### config.mk
export PLATFORM = sky130hd
export DESIGN_NAME = mrd_rdx_gather
export DESIGN_NICKNAME = d
export VERILOG_FILES = /design/src/rtl/mrd_rdx_gather.sv
export SDC_FILE = /design/constraint.sdc
export NUM_CORES = 1
export LEC_CHECK = 0
export ABC_AREA = 0
export CORE_ASPECT_RATIO = 0.6
export CORE_MARGIN = 2
export CORE_UTILIZATION = 54
export CTS_BUF_LIST = sky130_fd_sc_hd__clkbuf_4 sky130_fd_sc_hd__clkbuf_8 sky130_fd_sc_hd__clkbuf_16
export CTS_CLUSTER_DIAMETER = 120
export DETAILED_ROUTE_END_ITERATION = 16
export PLACE_DENSITY = 0.8
export SLEW_MARGIN = 20
export SYNTH_ARGS = -nofsm -noshare
export SYNTH_HDL_FRONTEND = slang
export SYNTH_SLANG_ARGS = --single-unit
### constraint.sdc
create_clock -name clk -period 9.85 [get_ports clk]
set_clock_uncertainty 0.15 [all_clocks]
set_input_delay 2.955 -clock clk [delete_from_list [all_inputs] [get_ports clk]]
set_output_delay 2.955 -clock clk [all_outputs]
set_load 0.01 [all_outputs]
### src/rtl/mrd_rdx_gather.sv
// mrd_rdx_gather
// Collects a serial stream of complex samples into parallel groups of `factor`
// lanes, so a mixed-radix butterfly can consume one group per beat. The radix
// (`factor`) and block exponent (`in_exp`) are captured at start-of-frame and
// are carried alongside every group of that frame.
//
// Ports
//   clk, rst                  rising-edge clock, asynchronous active-high reset
//   in_valid/in_ready         serial input handshake (accept = valid & ready)
//   in_sop, in_eop            frame delimiters on the input stream
//   in_real, in_imag          signed sample, DW bits per component
//   in_exp, factor            frame block exponent / radix, sampled at sop
//   out_valid/out_ready       group output handshake
//   out_sop, out_eop          first / last group of a frame
//   out_real, out_imag        lane k at bits [k*DW +: DW]; unused lanes are zero
//   out_exp, out_factor       frame values travelling with the group
//   err_factor                illegal radix seen at sop (frame dropped)
//   err_short                 frame ended on a partial group (zero-padded)
//   err_sop                   new sop arrived while a group was half-gathered
module mrd_rdx_gather #(
  parameter int DW      = 18,
  parameter int MAX_RDX = 5,
  parameter int EXPW    = 4
) (
  input  logic                   clk,
  input  logic                   rst,
  input  logic                   in_valid,
  input  logic                   in_sop,
  input  logic                   in_eop,
  input  logic signed [DW-1:0]   in_real,
  input  logic signed [DW-1:0]   in_imag,
  input  logic [EXPW-1:0]        in_exp,
  input  logic [2:0]             factor,
  output logic                   in_ready,
  output logic                   out_valid,
  output logic                   out_sop,
  output logic                   out_eop,
  output logic [MAX_RDX*DW-1:0]  out_real,
  output logic [MAX_RDX*DW-1:0]  out_imag,
  output logic [EXPW-1:0]        out_exp,
  output logic [2:0]             out_factor,
  input  logic                   out_ready,
  output logic                   err_factor,
  output logic                   err_short,
  output logic                   err_sop
);

  typedef enum logic [1:0] {IDLE, GATHER, DROP} state_t;

  state_t            state;
  logic [2:0]        idx;
  logic [2:0]        cur_factor;
  logic [EXPW-1:0]   cur_exp;
  logic              first_grp;

  logic [DW-1:0]     lane_re [MAX_RDX];
  logic [DW-1:0]     lane_im [MAX_RDX];

  logic              accept;
  logic              factor_ok;
  logic              gather_beat;
  logic [2:0]        eff_idx;
  logic [2:0]        eff_factor;
  logic [EXPW-1:0]   eff_exp;
  logic              eff_first;
  logic              last_lane;
  logic              emit;
  logic [MAX_RDX*DW-1:0] grp_re;
  logic [MAX_RDX*DW-1:0] grp_im;

  // Single output register: a new group may load in the same cycle the held
  // one is consumed, so continuous flow has no bubble.
  assign in_ready  = !out_valid || out_ready;
  assign accept    = in_valid && in_ready;
  assign factor_ok = (factor >= 3'd2) && (int'(factor) <= MAX_RDX);

  // A legal sop beat is itself lane 0 of a fresh frame, so it is handled as a
  // gather beat using the incoming frame parameters instead of the held ones.
  assign eff_idx     = in_sop ? 3'd0    : idx;
  assign eff_factor  = in_sop ? factor  : cur_factor;
  assign eff_exp     = in_sop ? in_exp  : cur_exp;
  assign eff_first   = in_sop ? 1'b1    : first_grp;
  assign gather_beat = accept && (in_sop ? factor_ok : (state == GATHER));
  assign last_lane   = (eff_idx == eff_factor - 3'd1);
  assign emit        = gather_beat && (last_lane || in_eop);

  // Group as it would look if emitted on this beat: stored lanes below idx,
  // the incoming sample at idx, zero above.
  always_comb begin
    // NOTE: every output of a combinational block gets a default first so no
    // path leaves it unassigned and a latch is never inferred.
    grp_re = '0;
    grp_im = '0;
    for (int k = 0; k < MAX_RDX; k++) begin
      if (3'(k) < eff_idx) begin
        grp_re[k*DW +: DW] = lane_re[k];
        grp_im[k*DW +: DW] = lane_im[k];
      end else if (3'(k) == eff_idx) begin
        grp_re[k*DW +: DW] = in_real;
        grp_im[k*DW +: DW] = in_imag;
      end
    end
  end

  // NOTE: the lane buffer is deliberately not reset: only lanes below idx are
  // ever read, and those are always written earlier in the same frame.
  always_ff @(posedge clk) begin
    for (int k = 0; k < MAX_RDX; k++) begin
      if (gather_beat && (3'(k) == eff_idx)) begin
        lane_re[k] <= in_real;
        lane_im[k] <= in_imag;
      end
    end
  end

  // NOTE: sequential state uses non-blocking assignments so every register
  // samples pre-edge values regardless of statement order.
  always_ff @(posedge clk or posedge rst) begin
    if (rst) begin
      state      <= IDLE;
      idx        <= '0;
      cur_factor <= '0;
      cur_exp    <= '0;
      first_grp  <= 1'b0;
      out_valid  <= 1'b0;
      out_sop    <= 1'b0;
      out_eop    <= 1'b0;
      out_real   <= '0;
      out_imag   <= '0;
      out_exp    <= '0;
      out_factor <= '0;
      err_factor <= 1'b0;
      err_short  <= 1'b0;
      err_sop    <= 1'b0;
    end else begin
      err_factor <= 1'b0;
      err_short  <= 1'b0;
      err_sop    <= 1'b0;

      if (out_valid && out_ready) out_valid <= 1'b0;

      if (accept) begin
        if (in_sop) begin
          if (state == GATHER && idx != 3'd0) err_sop <= 1'b1;
          if (!factor_ok) begin
            err_factor <= 1'b1;
            idx        <= '0;
            state      <= in_eop ? IDLE : DROP;
          end else begin
            cur_factor <= factor;
            cur_exp    <= in_exp;
          end
        end

        if (gather_beat) begin
          if (emit) begin
            out_valid  <= 1'b1;
            out_real   <= grp_re;
            out_imag   <= grp_im;
            out_sop    <= eff_first;
            out_eop    <= in_eop;
            out_exp    <= eff_exp;
            out_factor <= eff_factor;
            err_short  <= !last_lane;
            idx        <= '0;
            first_grp  <= 1'b0;
            state      <= in_eop ? IDLE : GATHER;
          end else begin
            idx        <= eff_idx + 3'd1;
            first_grp  <= eff_first;
            state      <= GATHER;
          end
        end else if (!in_sop && state == DROP && in_eop) begin
          state <= IDLE;
        end
      end
    end
  end

endmodule

# Word-level counts from Yosys, hierarchy flattened
# Memories as Yosys holds them, arrays and structs flattened. A register that Yosys moved wholly into a read port is not among the register bits.
# Cells that the tools add are included.
[word_totals] regBits=206 ram_bits=180 inputBits=49 output_inout_bits=194 wordCells=154 mem_count=2
[memory_table] name="lane_im" words=5 width=18 read_ports=5 rd_clocked_by_memory_dff=1 wr=1 line_no="57" rtl="logic [DW-1:0] lane_im [MAX_RDX];"
[memory_table] name="lane_re" words=5 width=18 read_ports=5 rd_clocked_by_memory_dff=1 wr=1 line_no="56" rtl="logic [DW-1:0] lane_re [MAX_RDX];"
[op_classes] n_addsub=2 order_cmp=7 eq_ne=9 muxes=84 reduce_logical=35
[ops] operator="2-to-1 mux 18 bit" n=28
[ops] operator="OR reduction 18 bit" n=8
[ops] operator="2-to-1 mux 3 bit" n=14
[ops] operator="2-to-1 mux 1 bit" n=36
[ops] operator="logical AND 1 bit" n=13
[ops] operator="AND reduction 3 bit" n=4
[ops] operator="2-to-1 mux 2 bit" n=5
[ops] operator="== test 2 x 3 -> 1 bit (first input constant)" n=2
[ops] operator="less-than comparator 1 x 3 -> 1 bit (first input constant)" n=2
[ops] operator="less-than comparator 2 x 3 -> 1 bit (first input constant)" n=2
[ops] operator="nonzero test 3 bit" n=2
[ops] operator="2-to-1 mux 4 bit" n=1
[ops] operator="adder 3 x 1 -> 3 bit (second input constant)" n=1
[ops] operator="== test 1 x 3 -> 1 bit (first input constant)" n=1
[ops] operator="== test 3 bit" n=1
[ops] operator="== test 3 bit (first input constant)" n=1
[ops] operator=">= comparator 3 x 2 -> 1 bit (second input constant)" n=1
[ops] operator="<= comparator 3 bit (second input constant)" n=1
[ops] operator="zero test 1 bit" n=3
[ops] operator="zero test 3 bit" n=1
[ops] operator="less-than comparator 3 bit (first input constant)" n=1
[ops] operator="!= test 3 x 1 -> 1 bit (second input constant)" n=1
[ops] operator="subtractor 3 x 1 -> 3 bit (second input constant)" n=1
[ops] operator="== test 2 x 1 -> 1 bit (second input constant)" n=1
[ops] operator="5 further kinds" n=6

# Longest topological paths before layout
# Gate-level depths: netlist of the first run.
[logic_depth] word_depth=12 mapped_depth=11 ltp_nobuf=7

# Worst setup path after synthesis of the first run
# Ideal clock, no wire load.
[synth_path] path_kind="input to register" start="input out_ready" end="memory lane_im[3][0], enable pin" setup_time_ns=0.474 t_arrival_ns=6.241 required_time_ns=9.226 setup_slack_ns=2.985 stages=6 path_buffers=2 cell_sequence="nand2b_1 buf_2 o211a_1 nand2_1 clkbuf_1 nor3_1"
[synth_via] elab_chain_cells=11 word_cells_on_any_way=30 cone_classes="mux: 18; reduce/logical: 12"
[synth_lines] item="start: declaration" line_no="42" rtl="input logic out_ready,"
[synth_lines] item="logical OR 1 bit (*)" line_no="73" rtl="assign in_ready = !out_valid || out_ready;"
[synth_lines] item="via in_ready" line_no="34" rtl="output logic in_ready,"
[synth_lines] item="logical AND 1 bit (*)" line_no="74" rtl="assign accept = in_valid && in_ready;"
[synth_lines] item="logical AND 1 bit (*)" line_no="83" rtl="assign gather_beat = accept && (in_sop ? factor_ok : (state == GATHER));"
[synth_lines] item="logical AND 1 bit" line_no="109" rtl="if (gather_beat && (3'(k) == eff_idx)) begin"
[synth_lines] item="2-to-1 mux 1 bit" line_no="109"
[synth_lines] item="2-to-1 mux 1 bit (implied by the code)" line_no="111" rtl="lane_im[k] <= in_imag;"
[synth_lines] item="OR reduction 18 bit (no line)"
[synth_lines] item="2-to-1 mux 3 bit (no line) or 2-to-1 mux 1 bit (tied branches) (4 in a row)"
[synth_lines] item="end: declaration" line_no="57"
# Mark *: on every way through the listed nets, which the timed path passes. The rest lies on a longest branch.

# Worst setup path after layout of the first run
[layout_path] start="input out_ready" end="output in_ready"
[layout_via] elab_chain_cells=1
[layout_lines] item="logical OR 1 bit" line_no="73"
[layout_lines] item="end: declaration" line_no="34"
# Every way passes these cells.

==> flow_summary.yaml, run 1 <==
run_status:
  status: "completed"
critical_path:
  slowest_stage: "clkdlybuf4s50_1"
  start_kind: "input port"
  critical_path_class: "input port to output port"
  arrival_ps: 4240
  cp.buffers_inverters: 2
  critPathTopFamily: "buffers and inverters"
  timing.critical_path.mode_cell: "clkdlybuf4s50_1"
  cp-end-kind: "output port"
  critical_path.max_fanout: 7
  slowest_delay_ps: 590
  required_ps: 6750
  path_cells: "clkdlybuf4s50_1 > nand2b_1 > clkdlybuf4s50_1"
synthesis:
  netlist_instances: 1067
  synthesis.nets: 1120
  synth-async-reset-ratio: 0.5337
  syn_area_per_cell_sq_um: 15.11
  ys.flop_type: "dfrtp_1"
  netlist_area_sq_um: 16120
  synth_edf_count: 144
  seq_area_frac_synth: 0.6328
  ys_warn_count: 0
  yosysUniqueCellTypes: 43
  ys_ff_latch: 386
global_routing:
  track_usage: 0.2515
  grt_pass1_vias: 9818
  antenna_found_initial: 1
  grt_max_degree: 92
  overflow: 0
  grt_pass1_wl_mm: 58.88
placement:
  dp_hpwl_mm: 24.85
  gp_congestion: 0.8805
  port_buffers: 242
  dpl_worst_slack_ps: 2298
finish:
  seq_area_sq_um: 10200
  layout_common_cells: "clkdlybuf4s50_1, dfrtp_1, mux2_4, edfxtp_1, nand2_1"
  n_antenna_cell: 0
  final_common_cell: "clkdlybuf4s50_1"
  multi_input_area_sq_um: 5313
  fillerInstances: 2008
  final_core_util: 0.6844
  drive_above_1_share: 0.2481
  areaGrowthSynthToFinish_pct: 23.43
  nNetsFinal: 1348
route:
  postRouteAntennaNets: 0
  drc: 0
  finalWirelength_mm: 38.96
  vias_per_cell: 5.651
  first_pass_iters: 5
  wl_per_cell_um: 22.62
  drtIter0Drc: 642
  num_vias: 9731
hold_path:
  hp-class: "flop to flop"
floorplan:
  dieWidth_um: 227.1
  start_util: 0.5545
  die_area_sq_um: 31290
  design.core.area_sq_um: 29070
  rows: 48
  ios: 243
  die_y_um: 137.8
clocking:
  cts_buffer_depth: 3
  clkLatencyLatePin_ps: 530
  post_cts_resized: 0
  h-tree-depth: 2
  clk_pin_slew_worst_paths_ps: 60
  hold_buffers: 0
  cts_tree: "built"
  cts_made_buffers: 36
  clock-root-buffer: "clkbuf_16"
  post-cts-setup-buffer-count: 0
  clock-sinks: 386
timing:
  layout_setup_ws_ps: 2503
  relSlewSlack: 0.2718
  period_share: 0.7459
  fin_setup_tns_ps: 0
  worst_pin_slew_ps: 1090
  fmax_ghz: 0.1361
  period_minus_slack_ps: 7347
  drv_slew: 0
  grt_setup_unrepaired: "no"
  setup_viol: 0
  hold_viol_final: 0
run:
  drv_cap: 0
pwr:
  p_leak_nw: 8.168
  pwr_density_cell_nw_per_um2: 213.3
  ir_drop_v: 0.0002106
## path summary, 6_finish.rpt
| path | start | to | slack (ps) | depth (start not counted) |
|---|---|---|---|---|
| setup / recovery | out_ready | in_ready | 2500 | 3 |
| hold / removal | lane_re[0][8] | lane_re[0][8] | 320 | 1 |
| setup reg to reg | cur_factor[1] | out_real[18] | 6120 | 8 |
| hold reg to reg | lane_re[0][8] | lane_re[0][8] | 320 | 1 |
| max in group asynchronous | rst | out_imag[9] | 5440 | 3 |
| min in group asynchronous | rst | out_imag[0] | 2760 | 2 |
## cell type report
type / count / area share
sequential: 386 / 0.5127
multi-input combinational: 570 / 0.2670
timing repair buffer: 258 / 0.1306
clock buffer: 52 / 0.05251
tap: 400 / 0.02516
inverter: 43 / 0.008490
clock inverter: 13 / 0.003585
## metal layers
metal / up-vias / track usage / share of wire
met5: - / 0 / 0
met4: 0 / 0.05810 / 0.015
met3: 45 / 0.07123 / 0.084
met2: 350 / 0.3734 / 0.44
met1: 5044 / 0.3684 / 0.46
li1: 4292 / - / -
## Yosys cell counts (2+ instances only)
library cell,number,share of area
nor2b_2,2,0.0011
mux2_4,158,0.15
xnor2_1,3,0.0016
nor3_2,2,0.0012
o31ai_1,3,0.0014
buf_4,3,0.0014
nand3_1,37,0.011
nor2_1,18,0.0042
xnor2_2,2,0.0020
buf_2,6,0.0019
mux2_1,6,0.0042
nor3b_1,2,0.00093
mux2_2,68,0.048
mux2i_1,3,0.0019
inv_1,43,0.010
nor2b_1,4,0.0016
a22o_1,72,0.039
a21oi_1,3,0.00093
o21ai_1,12,0.0037
ha_1,4,0.0031
buf_12,10,0.012
dfxtp_1,36,0.045
o41ai_1,3,0.0016
nand2_1,83,0.019
edfxtp_1,144,0.27
o21ai_0,70,0.022
nor3_1,3,0.00093
buf_6,10,0.0070
dfrtp_1,206,0.32
clkbuf_1,37,0.0086
nand2b_1,2,0.00078
## where the power goes
part,internal (mW),switching [mW],leakage [nW]
Combinational,0.530,0.373,3.24
Clock,0.744,0.591,0.577
Sequential,1.88,0.121,4.35
Total,3.16,1.09,8.17
## through the flow
stage | total power, mW | hold WS (ps) | instances | cell area, sq um
5_1_grt | 4.415 | 330.3 | 1722 | 19900
3_3_place_gp | 2.898 | 303.0 | 1654 | 18710
4_1_cts | 4.272 | 324.5 | 1721 | 19870
3_5_place_dp | 2.930 | 305.5 | 1656 | 18760
2_1_floorplan | 2.513 | 294.2 | 1067 | 16120
6_report | 4.244 | 321.7 | 1722 | 19900
## state kept, by name, indices dropped and copies added, names as in the netlist, 4 cells and up
signal and count:
out_imag 90, out_exp 4, lane_im 90, cur_exp 4
lane_re 90, out_real 90
## logic make-up (layout without fill, tap and decap cells)
logic type      count (synthesis)  count (layout)  synth area share
simple gates                  157             157           0.04409
compound gates                167             167           0.07180
fa+ha+maj                       4               4          0.003105
mux                           236             236            0.2016
xor+xnor                        6               6          0.004192
buf+inv                       111             366           0.04246
flops                         386             386            0.6328
Note: power is estimated with default switching activity, not from simulation.
==> run 2, diff against run 1 <==
--- a/config.mk
+++ b/config.mk
@@ -8,11 +8,11 @@
 export ABC_AREA = 0
 export CORE_ASPECT_RATIO = 0.6
 export CORE_MARGIN = 2
-export CORE_UTILIZATION = 54
+export CORE_UTILIZATION = 49
 export CTS_BUF_LIST = sky130_fd_sc_hd__clkbuf_4 sky130_fd_sc_hd__clkbuf_8 sky130_fd_sc_hd__clkbuf_16
 export CTS_CLUSTER_DIAMETER = 120
 export DETAILED_ROUTE_END_ITERATION = 16
-export PLACE_DENSITY = 0.8
+export PLACE_DENSITY = 0.76
 export SLEW_MARGIN = 20
 export SYNTH_ARGS = -nofsm -noshare
 export SYNTH_HDL_FRONTEND = slang
==> constraint.sdc (replaced) <==
create_clock -name clk -period 6.5 [get_ports clk]
set_clock_uncertainty 0.15 [all_clocks]
set_input_delay 1.95 -clock clk [delete_from_list [all_inputs] [get_ports clk]]
set_output_delay 1.95 -clock clk [all_outputs]
set_load 0.01 [all_outputs]
==> run 2 against run 1 <==
Compared with the run above: highest routed layer unchanged; register-to-register slack lost 2700 ps; final cell count grew 2.3%; sequential cell count is the same; die area grew 10%; critical path depth is the same; critical path type unchanged; total power grew 55%.
==> flow_summary.yaml, run 2 (synthesized netlist as in run 1, its figures left out) <==
run_status:
  status: "completed"
finish:
  layout_common_cells: "clkdlybuf4s50_1, dfrtp_1, mux2_4, edfxtp_1, nand2_1"
  stdcell_count: 1762
  final_common_cell: "clkdlybuf4s50_1"
  fillerInstances: 2380
  areaGrowthSynthToFinish_pct: 25.05
  drive_above_1_share: 0.2526
  nNetsFinal: 1362
  n_antenna_cell: 0
floorplan:
  die_y_um: 144.5
  ios: 243
  rows: 51
  dieWidth_um: 238.2
  design.core.area_sq_um: 32420
  die_area_sq_um: 34410
  start_util: 0.4973
pwr:
  ir_drop_v: 0.0002663
  p_leak_nw: 8.263
  pwr_density_cell_nw_per_um2: 326.0
placement:
  dpl_worst_slack_ps: 960.3
  port_buffers: 242
  dpl.cell_count: 1694
  gp_congestion: 0.8939
  dp_hpwl_mm: 25.13
timing:
  relSlewSlack: 0.2684
  grt_setup_unrepaired: "no"
  drv_slew: 0
  fin_setup_tns_ps: 0
  hold_viol_final: 0
  layout_setup_ws_ps: 1201
  period_share: 0.8153
  period_minus_slack_ps: 5299
  setup_viol: 0
  worst_pin_slew_ps: 1095
  fmax_ghz: 0.1887
  holdWs_ps: 323.6
critical_path:
  timing.critical_path.mode_cell: "clkdlybuf4s50_1"
  cp.buffers_inverters: 2
  r2r-end: "out_real[55]"
  required_ps: 4400
  arrival_ps: 3200
  r2r_cells: 8
  critPathTopFamily: "buffers and inverters"
  critical_path_class: "input port to output port"
  start_kind: "input port"
  critical_path.max_fanout: 7
  path_cells: "clkdlybuf4s50_1 > nand2b_1 > clkdlybuf4s50_1"
  slowest_delay_ps: 580
  rr_startpoint: "cur_factor[0]"
  r2r_setup_slack_ps: 3410
  cp-end-kind: "output port"
  slowest_stage: "clkdlybuf4s50_1"
global_routing:
  grt_pass1_wl_mm: 59.51
  antenna_found_initial: 1
  track_usage: 0.2277
  grt_max_degree: 144
  overflow: 0
  grt_pass1_vias: 9979
route:
  drc: 0
  finalWirelength_mm: 38.85
  first_pass_iters: 4
  wl_per_cell_um: 22.05
  vias_per_cell: 5.500
  drtIter0Drc: 687
  num_vias: 9691
  postRouteAntennaNets: 0
hold_path:
  hp-class: "flop to flop"
  holdCritStartpoint: "lane_re[0][9]"
  whs_endpoint: "lane_re[0][9]"
  min_delay_path_depth: 1
clocking:
  clock-root-buffer: "clkbuf_16"
  cts_tree: "built"
  clkLatencyLatePin_ps: 530
  post-cts-setup-buffer-count: 0
  hold_buffers: 0
  h-tree-depth: 2
  clk_pin_slew_worst_paths_ps: 60
  post_cts_resized: 0
  clock-sinks: 386
  cts_made_buffers: 37
  cts_buffer_depth: 3
run:
  drv_cap: 0
[run 2: cell types whose count changed in the layout (fill, tap and decap cells not counted), sizes merged]
| cell | change |
|---|---|
| clkinvlp | +4 |
| clkdlybuf4s50 | +1 |
| buf | +12 |
| inv | -1 |
| clkinv | -1 |
| bufinv | +1 |
[run 2: per-stage QoR]
| step | utilization | total power, mW | area, sq um |
|---|---|---|---|
| floorplan | - | 3.808 | 16120 |
| global placement | 0.5838 | 4.409 | 18920 |
| detailed placement | 0.5838 | 4.453 | 18920 |
| CTS | 0.6218 | 6.635 | 20160 |
| global route | 0.6218 | 6.847 | 20160 |
| finish | 0.6218 | 6.572 | 20160 |
[run 2: worst max path at each step]
stage,startpoint,endpoint,slack (ps),depth (start not counted)
floorplan,out_ready,lane_im[3][0],640,6
global placement,in_sop,out_real[38],1060,9
global route,out_ready,in_ready,1140,3
finish,out_ready,in_ready,1200,3
detailed placement,in_sop,out_real[51],960,9
CTS,out_ready,in_ready,1200,3
[run 2: final cells by class]
cell class | count | area (sq um) | area share
Clock inverter | 16 | 116.4 | 0.005773
Timing Repair Buffer | 271 | 2715 | 0.1347
Tap cell | 424 | 530.5 | 0.02632
Inverter | 43 | 165.2 | 0.008194
Multi-Input combinational cell | 570 | 5313 | 0.2636
Clock buffer | 52 | 1117 | 0.05543
Sequential cell | 386 | 10200 | 0.5060
[run 2: routing by layer]
| metal | share of wire | wire, um | track usage | up-vias |
|---|---|---|---|---|
| met2 | 0.44 | 17000 | 0.3413 | 288 |
| met3 | 0.066 | 2551 | 0.05459 | 58 |
| li1 | - | - | - | 4339 |
| met5 | 0 | 0 | 0 | - |
| met4 | 0.021 | 829 | 0.05855 | 0 |
| met1 | 0.48 | 18470 | 0.3343 | 5006 |
[run 2: report_power, final]
group	switching (mW)	total [mW]	internal [mW]
registers	0.182	3.04	2.85
logic	0.557	1.37	0.815
clock network	0.916	2.16	1.25
total	1.65	6.57	4.92
